<file path="config.mk">
export PLATFORM = sky130hd
export DESIGN_NAME = uart_stdin
export DESIGN_NICKNAME = d
export VERILOG_FILES = /design/src/rtl/uart_stdin.sv
export SDC_FILE = /design/constraint.sdc
export NUM_CORES = 1
export LEC_CHECK = 0
export BUFFER_PORTS_ARGS = -buffer_cell sky130_fd_sc_hd__buf_2
export CORE_AREA = 10 10 103 151
export CTS_CLUSTER_DIAMETER = 100
export DETAILED_ROUTE_END_ITERATION = 12
export DIE_AREA = 0 0 113 161
export PLACE_DENSITY = 0.76
export RECOVER_POWER = 50
export SYNTH_ARGS = -nofsm -noshare
export SYNTH_HDL_FRONTEND = slang
export SYNTH_SLANG_ARGS = --single-unit
</file>
<file path="constraint.sdc">
create_clock -name clk -period 3.9 [get_ports clk]
set_input_delay 0.78 -clock clk [delete_from_list [all_inputs] [get_ports clk]]
set_output_delay 0.78 -clock clk [all_outputs]
set_load 0.02 [all_outputs]
</file>
<file path="src/rtl/uart_stdin.sv">
// rtl/uart_stdin.sv - 8N1 UART receiver with show-ahead byte FIFO for the CPU stdin path
module uart_stdin #(
  parameter int BAUD    = 104,
  parameter int FIFO_AW = 4
) (
  input  logic               clk,
  input  logic               rstn,
  input  logic               rx,
  input  logic               stdin_rd,
  output logic [7:0]         stdin_data,
  output logic               stdin_valid,
  output logic [FIFO_AW:0]   stdin_count,
  input  logic               err_clr,
  output logic               frame_err,
  output logic               overrun
);

  localparam int DEPTH = 1 << FIFO_AW;
  localparam int CW    = (BAUD > 2) ? $clog2(BAUD) : 1;

  localparam logic [CW-1:0]      HALF_M1 = CW'(BAUD / 2 - 1);
  localparam logic [CW-1:0]      FULL_M1 = CW'(BAUD - 1);
  localparam logic [FIFO_AW:0]   DEPTH_C = (FIFO_AW + 1)'(DEPTH);
  localparam logic [FIFO_AW:0]   CNT_ONE = (FIFO_AW + 1)'(1);
  localparam logic [FIFO_AW-1:0] PTR_ONE = FIFO_AW'(1);

  typedef enum logic [1:0] {IDLE, START, DATA, STOP} state_t;

  logic               rx_meta_q, rx_s_q;
  state_t             state_q;
  logic [CW-1:0]      cnt_q;
  logic [2:0]         bit_q;
  logic [7:0]         shift_q;
  logic               push_q;
  logic               stop_bad;

  logic [7:0]         mem_q [DEPTH];
  logic [FIFO_AW-1:0] wr_ptr_q, wr_ptr_d, rd_ptr_q, rd_ptr_d;
  logic [FIFO_AW:0]   count_q, count_d;
  logic               frame_err_q, overrun_q;
  logic               fifo_full, do_pop, do_push, ovr_evt;

  // Two-flop synchroniser; idles high so reset never looks like a start bit
  always_ff @(posedge clk or negedge rstn) begin
    if (!rstn) begin
      rx_meta_q <= 1'b1;
      rx_s_q    <= 1'b1;
    end else begin
      rx_meta_q <= rx;
      rx_s_q    <= rx_meta_q;
    end
  end

  // Receive FSM: half-bit start check, then full-bit steps to each bit centre
  always_ff @(posedge clk or negedge rstn) begin
    if (!rstn) begin
      state_q <= IDLE;
      cnt_q   <= '0;
      bit_q   <= '0;
      shift_q <= '0;
      push_q  <= 1'b0;
    end else begin
      push_q <= 1'b0;
      case (state_q)
        IDLE: begin
          cnt_q <= '0;
          if (!rx_s_q) state_q <= START;
        end
        START: begin
          if (cnt_q == HALF_M1) begin
            cnt_q   <= '0;
            bit_q   <= '0;
            state_q <= rx_s_q ? IDLE : DATA;
          end else begin
            cnt_q <= cnt_q + 1'b1;
          end
        end
        DATA: begin
          if (cnt_q == FULL_M1) begin
            cnt_q   <= '0;
            shift_q <= {rx_s_q, shift_q[7:1]};
            bit_q   <= bit_q + 1'b1;
            if (bit_q == 3'd7) state_q <= STOP;
          end else begin
            cnt_q <= cnt_q + 1'b1;
          end
        end
        STOP: begin
          if (cnt_q == FULL_M1) begin
            cnt_q   <= '0;
            state_q <= IDLE;
            push_q  <= rx_s_q;
          end else begin
            cnt_q <= cnt_q + 1'b1;
          end
        end
        default: state_q <= IDLE;
      endcase
    end
  end

  assign stop_bad  = (state_q == STOP) && (cnt_q == FULL_M1) && !rx_s_q;
  assign fifo_full = (count_q == DEPTH_C);
  assign do_pop    = stdin_rd && (count_q != '0);
  // A full FIFO still accepts a byte when the head leaves in the same cycle
  assign do_push   = push_q && (!fifo_full || do_pop);
  assign ovr_evt   = push_q && fifo_full && !do_pop;

  // Next-state pointer and occupancy arithmetic
  always_comb begin
    wr_ptr_d = wr_ptr_q;
    rd_ptr_d = rd_ptr_q;
    count_d  = count_q;
    if (do_push) wr_ptr_d = wr_ptr_q + PTR_ONE;
    if (do_pop)  rd_ptr_d = rd_ptr_q + PTR_ONE;
    if (do_push && !do_pop) count_d = count_q + CNT_ONE;
    if (do_pop && !do_push) count_d = count_q - CNT_ONE;
  end

  // FIFO storage and pointers; storage cleared so the head reads zero after reset
  always_ff @(posedge clk or negedge rstn) begin
    if (!rstn) begin
      for (int i = 0; i < DEPTH; i++) mem_q[i] <= '0;
      wr_ptr_q <= '0;
      rd_ptr_q <= '0;
      count_q  <= '0;
    end else begin
      if (do_push) mem_q[wr_ptr_q] <= shift_q;
      wr_ptr_q <= wr_ptr_d;
      rd_ptr_q <= rd_ptr_d;
      count_q  <= count_d;
    end
  end

  // Sticky error flags; a new event outranks a simultaneous clear
  always_ff @(posedge clk or negedge rstn) begin
    if (!rstn) begin
      frame_err_q <= 1'b0;
      overrun_q   <= 1'b0;
    end else begin
      if (stop_bad)     frame_err_q <= 1'b1;
      else if (err_clr) frame_err_q <= 1'b0;
      if (ovr_evt)      overrun_q   <= 1'b1;
      else if (err_clr) overrun_q   <= 1'b0;
    end
  end

  assign stdin_data  = mem_q[rd_ptr_q];
  assign stdin_valid = (count_q != '0);
  assign stdin_count = count_q;
  assign frame_err   = frame_err_q;
  assign overrun     = overrun_q;

endmodule
</file>
==> key figures, run 1 <==
CTS
  – Clock-pin slew on the worst setup and hold paths: 0.06 ns
  – H-tree Lvls: 4
  – CTS Buffer Depth: 2
  – Total CTS buffers: 17
  – CTS Hold Bufs: 0
  – Clock Latency Late Sink: about 0.42 ns
  – Post-CTS resize count: 0
  – TritonCTS clock tree: done
  – CTS sink count: about 170
  – Post-CTS Setup Inserts: 0
  – Root Buffer: clkbuf_16

Power
  – Pleak: between 0.004 and 0.005 uW
  – Clock power share: just under 50%
  – Switching portion of total power: a little over a fifth
  – Seq pwr share: just over 50%
  – VDD IR-drop max: 0.239 mV
  – Comb power frac: under 10%
  – Power per Cell Area: 406 nW/um^2
  – Sw Pwr: 717 uW
  – Internal: between 2000 and 3000 uW

Yosys
  – Syn avg cell area: 14.6 sq um
  – Cell variety after synth: 42
  – Post-synthesis sequential area ratio: a little over half
  – Syn_nets: 538
  – Post-synth EDFFs: 0
  – Synthesized cell area: ~7600 sq um
  – Top FF cell, synth: dfrtp_1
  – Mapped Cells: 522
  – #FFs+latches synth: approximately 170
  – Asr flop ratio synth: 100%
  – Synth warn: 0

Worst setup path
  – Critical path startpoint: rd_ptr_q[0]
  – Worst r2r dst: stdin_count[4]
  – Critical path fanouts, max: 27
  – CP Launch Type: register
  – Critical Path RT: approximately 3.1 ns
  – Crit Path Category: register to output port
  – Reg2reg start: stdin_count[1]
  – Crit path DAT: around 2.4 ns
  – Worst setup EP type: output port
  – Reg2reg setup slack: 0.81 ns
  – R2R depth: 9

Placement
  – PortBufs: 20
  – Gpl congestion: 0.836
  – Dpl cells: just under 700
  – Dpl hpwl: between 10 and 15 mm

Worst hold path
  – Worst hold path cell count: 0
  – Hold Path Sink: rx_s_q
  – Hold crit path type: register to register
  – Hold Startpoint: rx_meta_q

Cells and area
  – Layout area overhead: 11.2%
  – Share of layout cells above drive strength 1: a little over two fifths
  – Non-Filler Instances: between 700 and 800
  – Fill count: between 900 and 1,000
  – Final Util: between 60% and 70%
  – Nets@finish: 554
  – N_diodes: 0

Floorplanning
  – Number of core rows: roughly 50
  – Die ar.: between 15,000 and 20,000 sq um
  – I/O pin count: 21
  – Die Span Y: between 150 and 200 microns
  – Placeable Area: around 13,000 sq um
  – Starting density of the core: 59.2%
  – Die Span X: roughly 110 microns

Routing
  – Vias: around 4,300
  – DRT iter0 DRCs: roughly 150
  – Avg WL per Cell: a little over 20 microns
  – Antenna viol nets, final: 0
  – WL final: about 15 mm
  – Post-route DRC: 0
  – Vias/cell: 6.09
  – First-pass DRT Iterations: 4

Global route
  – Initial antenna violation count: 0
  – Pin count of the biggest net entering global routing: 78
  – First-pass GRT wire length: around 25 mm
  – Total track usage: about 17%
  – Total gr overflow: 0
  – Vias in the first global route: around 4,800

STA
  – Worst Max-Slew Pin Slew: around 1.9 ns
  – Setup_tns: 0 ns
  – Period utilization: between 80% and 90%
  – Fmax: 317 MHz
  – Final Hold Fails: 0
  – Fin crit period: 3.15 ns
  – Normalized max-slew margin: -28.0%
  – RSZ-0062 raised after global routing: false
  – Clock Skews: between 0.006 and 0.007 ns
  – Max-slew violations: 77
  – Setup violators final: 0

Status
  – Status: finished with violations
  – Failing checks: max-capacitance violations, max-slew violations

Job
  – # Max-Cap Violations: 1
## layout make-up
cell class / instances / area, sq um / area share (%)
clock buffer: 19 / 453 / 5.36
clock inverter: 13 / 149 / 1.76
inverter: 7 / 26.3 / 0.311
multi-input combinational: 320 / 3300 / 39.0
sequential: 166 / 4160 / 49.2
tap: 159 / 199 / 2.35
timing repair buffer: 26 / 166 / 1.97
## sequential cells by signal (all words and copies together), names as in the netlist, named ones only
register and count:
bit_q 3, cnt_q 7, frame_err 1, mem_q 128, overrun 1, push_q 1
rd_ptr_q 4, rx_meta_q 1, rx_s_q 1, shift_q 8, state_q 1, stdin_count 5
wr_ptr_q 4
## placed cells by master (no fill, tap or decap), types with 6 or more instances in the layout
cell / n
ha_1: 11
nor2_1: 25
mux2_1: 7
dfrtp_1: 163
xor2_1: 8
buf_2: 19
mux4_2: 32
nand3_1: 7
nor2_2: 6
clkbuf_16: 17
nand2_1: 15
inv_1: 7
mux2_2: 131
a21oi_1: 7
xnor2_1: 9
a22oi_1: 16
## worst max-delay path, cell delays in order, from the launching register on
cell and delay (ns):
dfrtp_2 0.58, buf_12 0.29, mux4_2 0.58, a22oi_1 0.22, nand2_1 0.10, buf_2 0.17
## cells by family after synthesis
| group | count (synthesis) | synth area share (%) |
|---|---|---|
| compound gates | 43 | 4.17 |
| xor+xnor | 17 | 1.96 |
| fa+ha+maj | 11 | 1.81 |
| buf+inv | 36 | 1.89 |
| flops | 166 | 54.7 |
| mux | 172 | 30.2 |
| simple gates | 77 | 5.25 |
## synthesized netlist by cell type (4+ instances only)
| cell | count | area (sq um) |
|---|---|---|
| nand2_1 | 15 | 56.3 |
| inv_1 | 7 | 26.3 |
| nand2b_1 | 4 | 25.0 |
| mux2_2 | 131 | 1480 |
| xor2_1 | 8 | 70.1 |
| mux2_1 | 7 | 78.8 |
| clkbuf_1 | 14 | 52.6 |
| nor2_2 | 6 | 37.5 |
| nand3_1 | 7 | 35.0 |
| ha_1 | 11 | 138 |
| dfrtp_1 | 164 | 4100 |
| buf_2 | 7 | 35.0 |
| xnor2_1 | 9 | 78.8 |
| nor2_1 | 25 | 93.8 |
| buf_1 | 8 | 30.0 |
| mux4_2 | 32 | 721 |
| nor3_2 | 4 | 40.0 |
| a22oi_1 | 16 | 120 |
| o21ai_0 | 4 | 20.0 |
| a21oi_1 | 7 | 35.0 |
## per-stage QoR
step	power (uW)	hold slack [ns]	setup WS, ns	area [sq um]
after floorplan	1760	0.345	0.902	7600
after global placement	1800	0.346	0.932	7860
after detailed placement	1800	0.350	0.820	7860
after CTS	3460	0.360	0.687	8460
after global routing	3530	0.363	0.314	8450
final	3430	0.359	0.747	8450
## power groups by stage
stage / combinational (uW) / sequential [uW] / clock (uW)
after floorplan: 0.579 / 1760 / 0
after global placement: 39.2 / 1760 / 0
after detailed placement: 41.1 / 1760 / 0
after CTS: 40.9 / 1720 / 1690
after global routing: 43.8 / 1720 / 1770
final: 37.4 / 1720 / 1670
## worst max-delay path by stage
stage                      to
6_report        stdin_data[7]
3_3_place_gp   stdin_count[4]
5_1_grt           rd_ptr_q[0]
3_5_place_dp   stdin_count[4]
2_1_floorplan  stdin_count[4]
4_1_cts         stdin_data[7]
## routing by layer
| layer | vias up | track usage (%) | share of wire [%] |
|---|---|---|---|
| li1 | 1947 | - | - |
| met1 | 2303 | 19.2 | 39 |
| met2 | 55 | 31.4 | 57 |
| met3 | 17 | 3.52 | 2.3 |
| met4 | 0 | 5.73 | 1.8 |
| met5 | - | 0 | 0 |
Note: power is estimated with default switching activity, not from simulation.
==> inputs of run 2 (changes only) <==
--- a/config.mk
+++ b/config.mk
@@ -6,11 +6,11 @@
 export NUM_CORES = 1
 export LEC_CHECK = 0
 export BUFFER_PORTS_ARGS = -buffer_cell sky130_fd_sc_hd__buf_2
-export CORE_AREA = 10 10 103 151
+export CORE_AREA = 10 10 107 156
 export CTS_CLUSTER_DIAMETER = 100
 export DETAILED_ROUTE_END_ITERATION = 12
-export DIE_AREA = 0 0 113 161
-export PLACE_DENSITY = 0.76
+export DIE_AREA = 0 0 117 166
+export PLACE_DENSITY = 0.74
 export RECOVER_POWER = 50
 export SYNTH_ARGS = -nofsm -noshare
 export SYNTH_HDL_FRONTEND = slang
==> constraint.sdc (replaced) <==
create_clock -name clk -period 2.73 [get_ports clk]
set_input_delay 0.546 -clock clk [delete_from_list [all_inputs] [get_ports clk]]
set_output_delay 0.546 -clock clk [all_outputs]
set_load 0.02 [all_outputs]
==> run 2 against run 1 <==
  * The flow still finishes with violations (max-capacitance violations, max-slew violations)
  * Critical path depth rose by 1
  * Sequential power rose by 43%
  * Cell area rose by 2.8%
  * Global-route usage fell by 0.080 points
  * Critical path type unchanged
  * Combinational power rose by 46%
  * Worst hold slack got worse by 0.13 ns
  * Critical endpoint unchanged
  * Clock power rose by 39%
  * Via count rose by 1.1%
  * Flip-flop and latch count did not move
  * Setup slack got worse by 0.75 ns
  * Count of clock-buffer cells in the layout fell by 2
==> key figures, run 2 (same netlist as run 1, synthesis figures left out) <==
Routing
  – Vias: 4,369 (+1.1%)
  – Vias/cell: 5.98 (-1.7%)
  – DRT iter0 DRCs: 140 (-4.1%)
  – Antenna viol nets, final: 0 (unchanged)
  – First-pass DRT Iterations: 4 (unchanged)
  – Post-route DRC: 0 (unchanged)
  – Avg WL per Cell: 21.1 microns (+1.4%)
  – WL final: 15.4 mm (+4.2%)

Floorplanning
  – Die ar.: 19,400 sq um (+6.8%)
  – Die Span Y: 166 microns (+3.1%)
  – Number of core rows: 53 (+3.9%)
  – Starting density of the core: 54.6% (-4.7 points)
  – I/O pin count: 21 (unchanged)
  – Placeable Area: 13,900 sq um (+8.6%)
  – Die Span X: 117 microns (+3.5%)

STA
  – Clock Skews: 0.00905 ns (+0.00261 ns)
  – Setup violators final: 0 (unchanged)
  – RSZ-0062 raised after global routing: true
  – Max-slew violations: 67 (-13%)
  – Final Hold Fails: 0 (unchanged)
  – Period utilization: between 90 and 100%
  – Worst Max-Slew Pin Slew: 1.74 ns (-0.178 ns)
  – Fin crit period: 2.73 ns
  – Hold WS: 0.232 ns (-0.127 ns)
  – Fmax: between 300 and 400 MHz
  – Normalized max-slew margin: -16.2% (+12 points)

CTS
  – TritonCTS clock tree: done
  – Clock Latency Late Sink: 0.42 ns (about the same)
  – H-tree Lvls: 4 (unchanged)
  – CTS Buffer Depth: 2 (unchanged)
  – CTS sink count: 166 (unchanged)
  – Clock-pin slew on the worst setup and hold paths: 0.06 ns (about the same)
  – Total CTS buffers: 17 (unchanged)
  – Root Buffer: clkbuf_16

Worst hold path
  – Hold crit path type: primary input to register
  – Hold Startpoint: rx
  – Hold Path Sink: rx_meta_q
  – Worst hold path cell count: 1 (+1)

Worst setup path
  – Reg2reg setup slack: 0.19 ns (-0.62 ns)
  – Worst r2r dst: stdin_count[2]
  – Crit Path Category: register to output port
  – Critical Path RT: 2.18 ns (-0.94 ns)
  – Reg2reg start: stdin_count[1]
  – Worst setup EP type: output port
  – Crit path max-delay cell type: mux4_2
  – Critical Path Max Stage Delay: 0.50 ns (-0.08 ns)
  – CP Launch Type: register
  – Crit path cell chain: buf_6, buf_16, mux4_2, a22oi_1, nand2_1, buf_2
  – R2R depth: 9 (unchanged)
  – Critical path fanouts, max: 5 (-81%)
  – Crit path DAT: 2.18 ns (-0.19 ns)

Placement
  – PortBufs: 20 (unchanged)
  – Dpl hpwl: 10.1 mm (+0.23%)
  – Gpl congestion: 0.779 (-6.8%)

Cells and area
  – Commonest cells after routing, fill and taps aside: dfrtp_1, mux2_2, mux4_2
  – Layout area overhead: 14.4%
  – Biggest register: mem_q
  – Commonest non-fill, non-tap cell in the layout: dfrtp_1
  – Max FFs per register: 128 (unchanged)
  – N_diodes: 0 (unchanged)
  – Largest regs: mem_q x128, shift_q x8, cnt_q x7
  – Fill count: 1,016 (+11%)
  – Final Util: 62.4% (-3.5 points)
  – Sequential Area: 4160 sq um (about the same)
  – Nets@finish: 569 (+2.7%)
  – Share of layout cells above drive strength 1: 46.5% (+3.0 points)
  – Area of the multi-input gates: 3340 sq um (+1.4%)

Global route
  – Total track usage: 17.1% (-0.080 points)
  – Initial antenna violation count: 0 (unchanged)
  – Total gr overflow: 0 (unchanged)
  – Vias in the first global route: 4,827 (+0.73%)
  – First-pass GRT wire length: 25.9 mm (+2.9%)
  – Pin count of the biggest net entering global routing: 68 (-13%)

Power
  – Power per Cell Area: 557 nW/um^2 (+37%)
  – VDD IR-drop max: 0.385 mV (+61%)
  – Pleak: 0.00413 uW (+2.3%)

Status
  – Failing checks: max-capacitance violations, max-slew violations
  – Status: finished with violations

Job
  – # Max-Cap Violations: 1 (unchanged)
[run 2: cell count changes in the layout (fill, tap and decap cells not counted), moves of 2 or more]
cell       previous run  this run
a22oi_1              16        11
a22oi_2               0         5
buf_16                0         2
buf_4                 3        10
buf_6                 0         2
clkbuf_16            17        19
clkbuf_8              2         0
clkinv_4              5         3
[run 2: critical path, delay by kind of cell, from the launching register on]
kind / cells / cell delay [ns]
flip-flops: 1 / 0.45
multiplexers: 1 / 0.50
AO/OA/AOI/OAI: 1 / 0.24
buffers and inverters: 3 / 0.46
AND/OR/NAND/NOR: 1 / 0.13
[run 2: power breakdown]
| part | switching, uW | internal [uW] |
|---|---|---|
| logic | 48.4 | 6.33 |
| registers | 0.952 | 2460 |
| clock network | 970 | 1350 |
[run 2: cell type report]
class	instances	share of cell area, %
clock buffers	17	4.90
clock inverters	14	1.76
inverters	7	0.302
multi-input cells	320	38.5
flip-flops and latches	166	47.9
well taps	165	2.38
repair buffers	41	4.31
[run 2: per-stage QoR]
step / cells / setup TNS, ns / setup slack, ns / cell area [sq um] / total power, uW
floorplan: 522 / -0.0896 / -0.0454 / 7630 / 2510
global placement: 692 / 0 / 0.145 / 7970 / 2570
detailed placement: 692 / 0 / 0.0922 / 7970 / 2570
CTS: 728 / -0.00119 / -0.00119 / 8620 / 4900
global route: 730 / -0.0800 / -0.0689 / 8690 / 5000
finish: 730 / 0 / 0.000747 / 8690 / 4840
[run 2: layer usage]
layer / share of wire, % / track usage [%] / wire length [microns]
met5: 0 / 0 / 0
met4: 1.5 / 5.23 / 233
met3: 2.4 / 3.65 / 372
met2: 57 / 30.5 / 8710
met1: 39 / 19.6 / 6070
[run 2: worst max-delay path by stage]
stage / startpoint / end / slack, ns / cells after the start
6_report: rd_ptr_q[0] / stdin_data[7] / 0.0007 / 6
4_1_cts: rd_ptr_q[0] / stdin_data[7] / -0.001 / 6
3_3_place_gp: stdin_count[1] / stdin_count[2] / 0.15 / 9
3_5_place_dp: stdin_count[1] / stdin_count[2] / 0.09 / 9
2_1_floorplan: stdin_count[1] / stdin_count[2] / -0.05 / 12
5_1_grt: rd_ptr_q[0] / stdin_data[7] / -0.07 / 6
[run 2: repair_timing]
action                     CTS  global route
setup endpoints to repair    5            10
setup buffers                3             0
cloned                       2             2
gates resized for setup      2             8
hold buffers                 0             0
==> inputs of run 3 (changes only) <==
--- a/config.mk
+++ b/config.mk
@@ -6,11 +6,12 @@
 export NUM_CORES = 1
 export LEC_CHECK = 0
 export BUFFER_PORTS_ARGS = -buffer_cell sky130_fd_sc_hd__buf_2
-export CORE_AREA = 10 10 107 156
+export CORE_AREA = 10 10 105 154
+export CTS_BUF_LIST = sky130_fd_sc_hd__clkbuf_8
 export CTS_CLUSTER_DIAMETER = 100
 export DETAILED_ROUTE_END_ITERATION = 12
-export DIE_AREA = 0 0 117 166
-export PLACE_DENSITY = 0.74
+export DIE_AREA = 0 0 115 164
+export PLACE_DENSITY = 0.76
 export RECOVER_POWER = 50
 export SYNTH_ARGS = -nofsm -noshare
 export SYNTH_HDL_FRONTEND = slang
==> run 3 against run 2 <==
  * The run still ends with max-capacitance violations, max-slew violations left
  * Flip-flop and latch count is the same
  * Sequential share of layout area grew 1.4 points
  * Via count shrank 1.1%
  * Power shrank 6.6%
  * Cell area shrank 2.8%
  * Count of clock-buffer cells in the layout grew 2
  * Non-clock buffer count shrank 3
  * Utilization grew 0.64 points
  * Global-route usage shrank 0.28 points
  * Routed wire length shrank 3.0%
  * Fmax grew 2.3%
  * Final cell count shrank 0.68%
==> key figures, run 3 (same netlist as run 1, synthesis figures left out) <==
Status
  – Status: finished with violations
  – Failing checks: max-capacitance violations, max-slew violations

Routing
  – Vias/cell: 5.96 (-0.42%)
  – WL final: 14.9 mm (-3.0%)
  – First-pass DRT Iterations: 4 (unchanged)
  – Avg WL per Cell: 20.6 microns (-2.3%)
  – DRT iter0 DRCs: 229 (+64%)
  – Antenna viol nets, final: 0 (unchanged)
  – Post-route DRC: 0 (unchanged)
  – Vias: 4,321 (-1.1%)

Worst hold path
  – Hold Startpoint: rx
  – Worst hold path cell count: 1 (unchanged)
  – Hold Path Sink: rx_meta_q
  – Hold crit path type: primary input to register

Global route
  – First-pass GRT wire length: 24.7 mm (-4.5%)
  – Total gr overflow: 0 (unchanged)
  – Vias in the first global route: 4,760 (-1.4%)
  – Total track usage: 16.8% (-0.28 points)
  – Pin count of the biggest net entering global routing: 63 (-7.4%)
  – Initial antenna violation count: 0 (unchanged)

Worst setup path
  – Worst setup EP type: output port
  – CP Launch Type: register
  – Worst r2r dst: stdin_count[4]
  – Critical Path RT: 2.18 ns (about the same)
  – R2R depth: 9 (unchanged)
  – Reg2reg start: stdin_count[1]
  – Reg2reg setup slack: 0.12 ns (-0.07 ns)
  – Crit path DAT: 2.12 ns (-0.06 ns)
  – Crit Path Category: register to output port
  – Critical path startpoint: rd_ptr_q[0]
  – Critical path fanouts, max: 20 (+15)

STA
  – Setup violators final: 0 (unchanged)
  – RSZ-0062 raised after global routing: true
  – Fmax: 375 MHz (+2.3%)
  – Max-slew violations: 62 (-7.5%)
  – Final Hold Fails: 0 (unchanged)
  – Clock Skews: 0.0152 ns (+0.00613 ns)
  – Hold WS: 0.198 ns (-0.0345 ns)
  – Period utilization: 97.7% (-2.3 points)
  – Worst Max-Slew Pin Slew: 1.58 ns (-0.162 ns)
  – Setup_tns: 0 ns (unchanged)
  – Fin crit period: 2.67 ns (-0.0618 ns)
  – Normalized max-slew margin: -5.36% (+11 points)

Placement
  – PortBufs: 20 (unchanged)
  – Gpl congestion: 0.806 (+3.5%)
  – Dpl hpwl: 10.5 mm (+4.1%)

Cells and area
  – N_diodes: 0 (unchanged)
  – Commonest cells after routing, fill and taps aside: dfrtp_1, mux2_2, mux4_2
  – Commonest non-fill, non-tap cell in the layout: dfrtp_1
  – Largest regs: mem_q x128, shift_q x8, cnt_q x7
  – Share of layout cells above drive strength 1: 45.8% (-0.72 points)
  – Layout area overhead: 11.2%
  – Biggest register: mem_q
  – Nets@finish: 566 (-0.53%)
  – Final Util: 63.0% (+0.64 points)
  – Max FFs per register: 128 (unchanged)

CTS
  – H-tree Lvls: 4 (unchanged)
  – CTS Hold Bufs: 0 (unchanged)
  – CTS Buffer Depth: 2 (unchanged)
  – Clock Latency Late Sink: 0.45 ns (+0.03 ns)
  – Total CTS buffers: 17 (unchanged)
  – Clock-pin slew on the worst setup and hold paths: 0.08 ns (+0.02 ns)
  – CTS sink count: 166 (unchanged)
  – TritonCTS clock tree: done
  – Root Buffer: clkbuf_8

Job
  – # Max-Cap Violations: 1 (unchanged)

Floorplanning
  – Starting density of the core: 56.7% (+2.1 points)
  – Die Span X: 115 microns (-1.7%)
  – Die ar.: 18,900 sq um (-2.9%)
  – Number of core rows: 52 (-1.9%)
  – Die Span Y: 164 microns (-1.2%)
  – Placeable Area: 13,400 sq um (-3.8%)
  – I/O pin count: 21 (unchanged)

Power
  – VDD IR-drop max: 0.487 mV (+27%)
  – Pleak: 0.00405 uW (-1.9%)
  – Power per Cell Area: 535 nW/um^2 (-3.9%)
[run 3: cell types whose count changed in the layout (fill, tap and decap cells not counted), moves of 3 or more]
cell,delta
bufinv_16,+3
clkbuf_8,+19
buf_4,+3
clkbuf_16,-19
clkinvlp_4,-3
[run 3: worst max-delay path by stage]
| stage | to | slack, ns | cells after the start |
|---|---|---|---|
| finish | stdin_data[1] | 0.06 | 5 |
| global route | stdin_data[1] | -0.03 | 5 |
| CTS | stdin_data[1] | 0.005 | 5 |
| detailed placement | stdin_count[4] | 0.07 | 9 |
| global placement | stdin_count[2] | 0.16 | 9 |
| floorplan | stdin_count[2] | -0.05 | 12 |
[run 3: report_power, final]
group	internal, uW	switching, uW	total [uW]
Combinational	6.30	48.4	54.7
Sequential	2460	0.993	2460
Clock	1140	869	2000
Total	3600	919	4520
[run 3: layout make-up]
type | count | area [sq um]
Fill cell | 1022 | 4950
Timing Repair Buffer | 38 | 258
Clock buffer | 19 | 262
Tap cell | 162 | 203
Clock inverter | 13 | 201
Inverter | 7 | 26.3
Sequential cell | 166 | 4160
Multi-Input combinational cell | 320 | 3340
[run 3: metal layers]
metal  GRT usage [%]  up-vias  part of all wire [%]
met5               0        -                     0
met3            3.80       20                   2.9
met1            18.8     2264                    39
li1                -     1965                     -
met2            30.1       72                    57
met4            6.26        0                   1.5
[run 3: repair_timing]
item | CTS | global route
resized for setup | 0 | 6
hold endpoints to repair | 0 | 0
pin swaps | 0 | 2
setup endpoints to repair | 8 | 9
buffers inserted | 1 | 0
[run 3: through the flow]
step | instance area, sq um | instances | power [uW] | worst slack, ns
detailed placement | 7980 | 692 | 2570 | 0.0733
global route | 8450 | 725 | 4670 | -0.0326
CTS | 8450 | 725 | 4570 | 0.00484
finish | 8450 | 725 | 4520 | 0.0625
floorplan | 7630 | 522 | 2510 | -0.0454
global placement | 7980 | 692 | 2570 | 0.156
[run 3: critical path, stage by stage (launching register included)]
cell,delay [ns]
dfrtp_2,0.43
buf_12,0.22
mux4_2,0.53
a22oi_2,0.22
nand2_1,0.08
buf_2,0.17
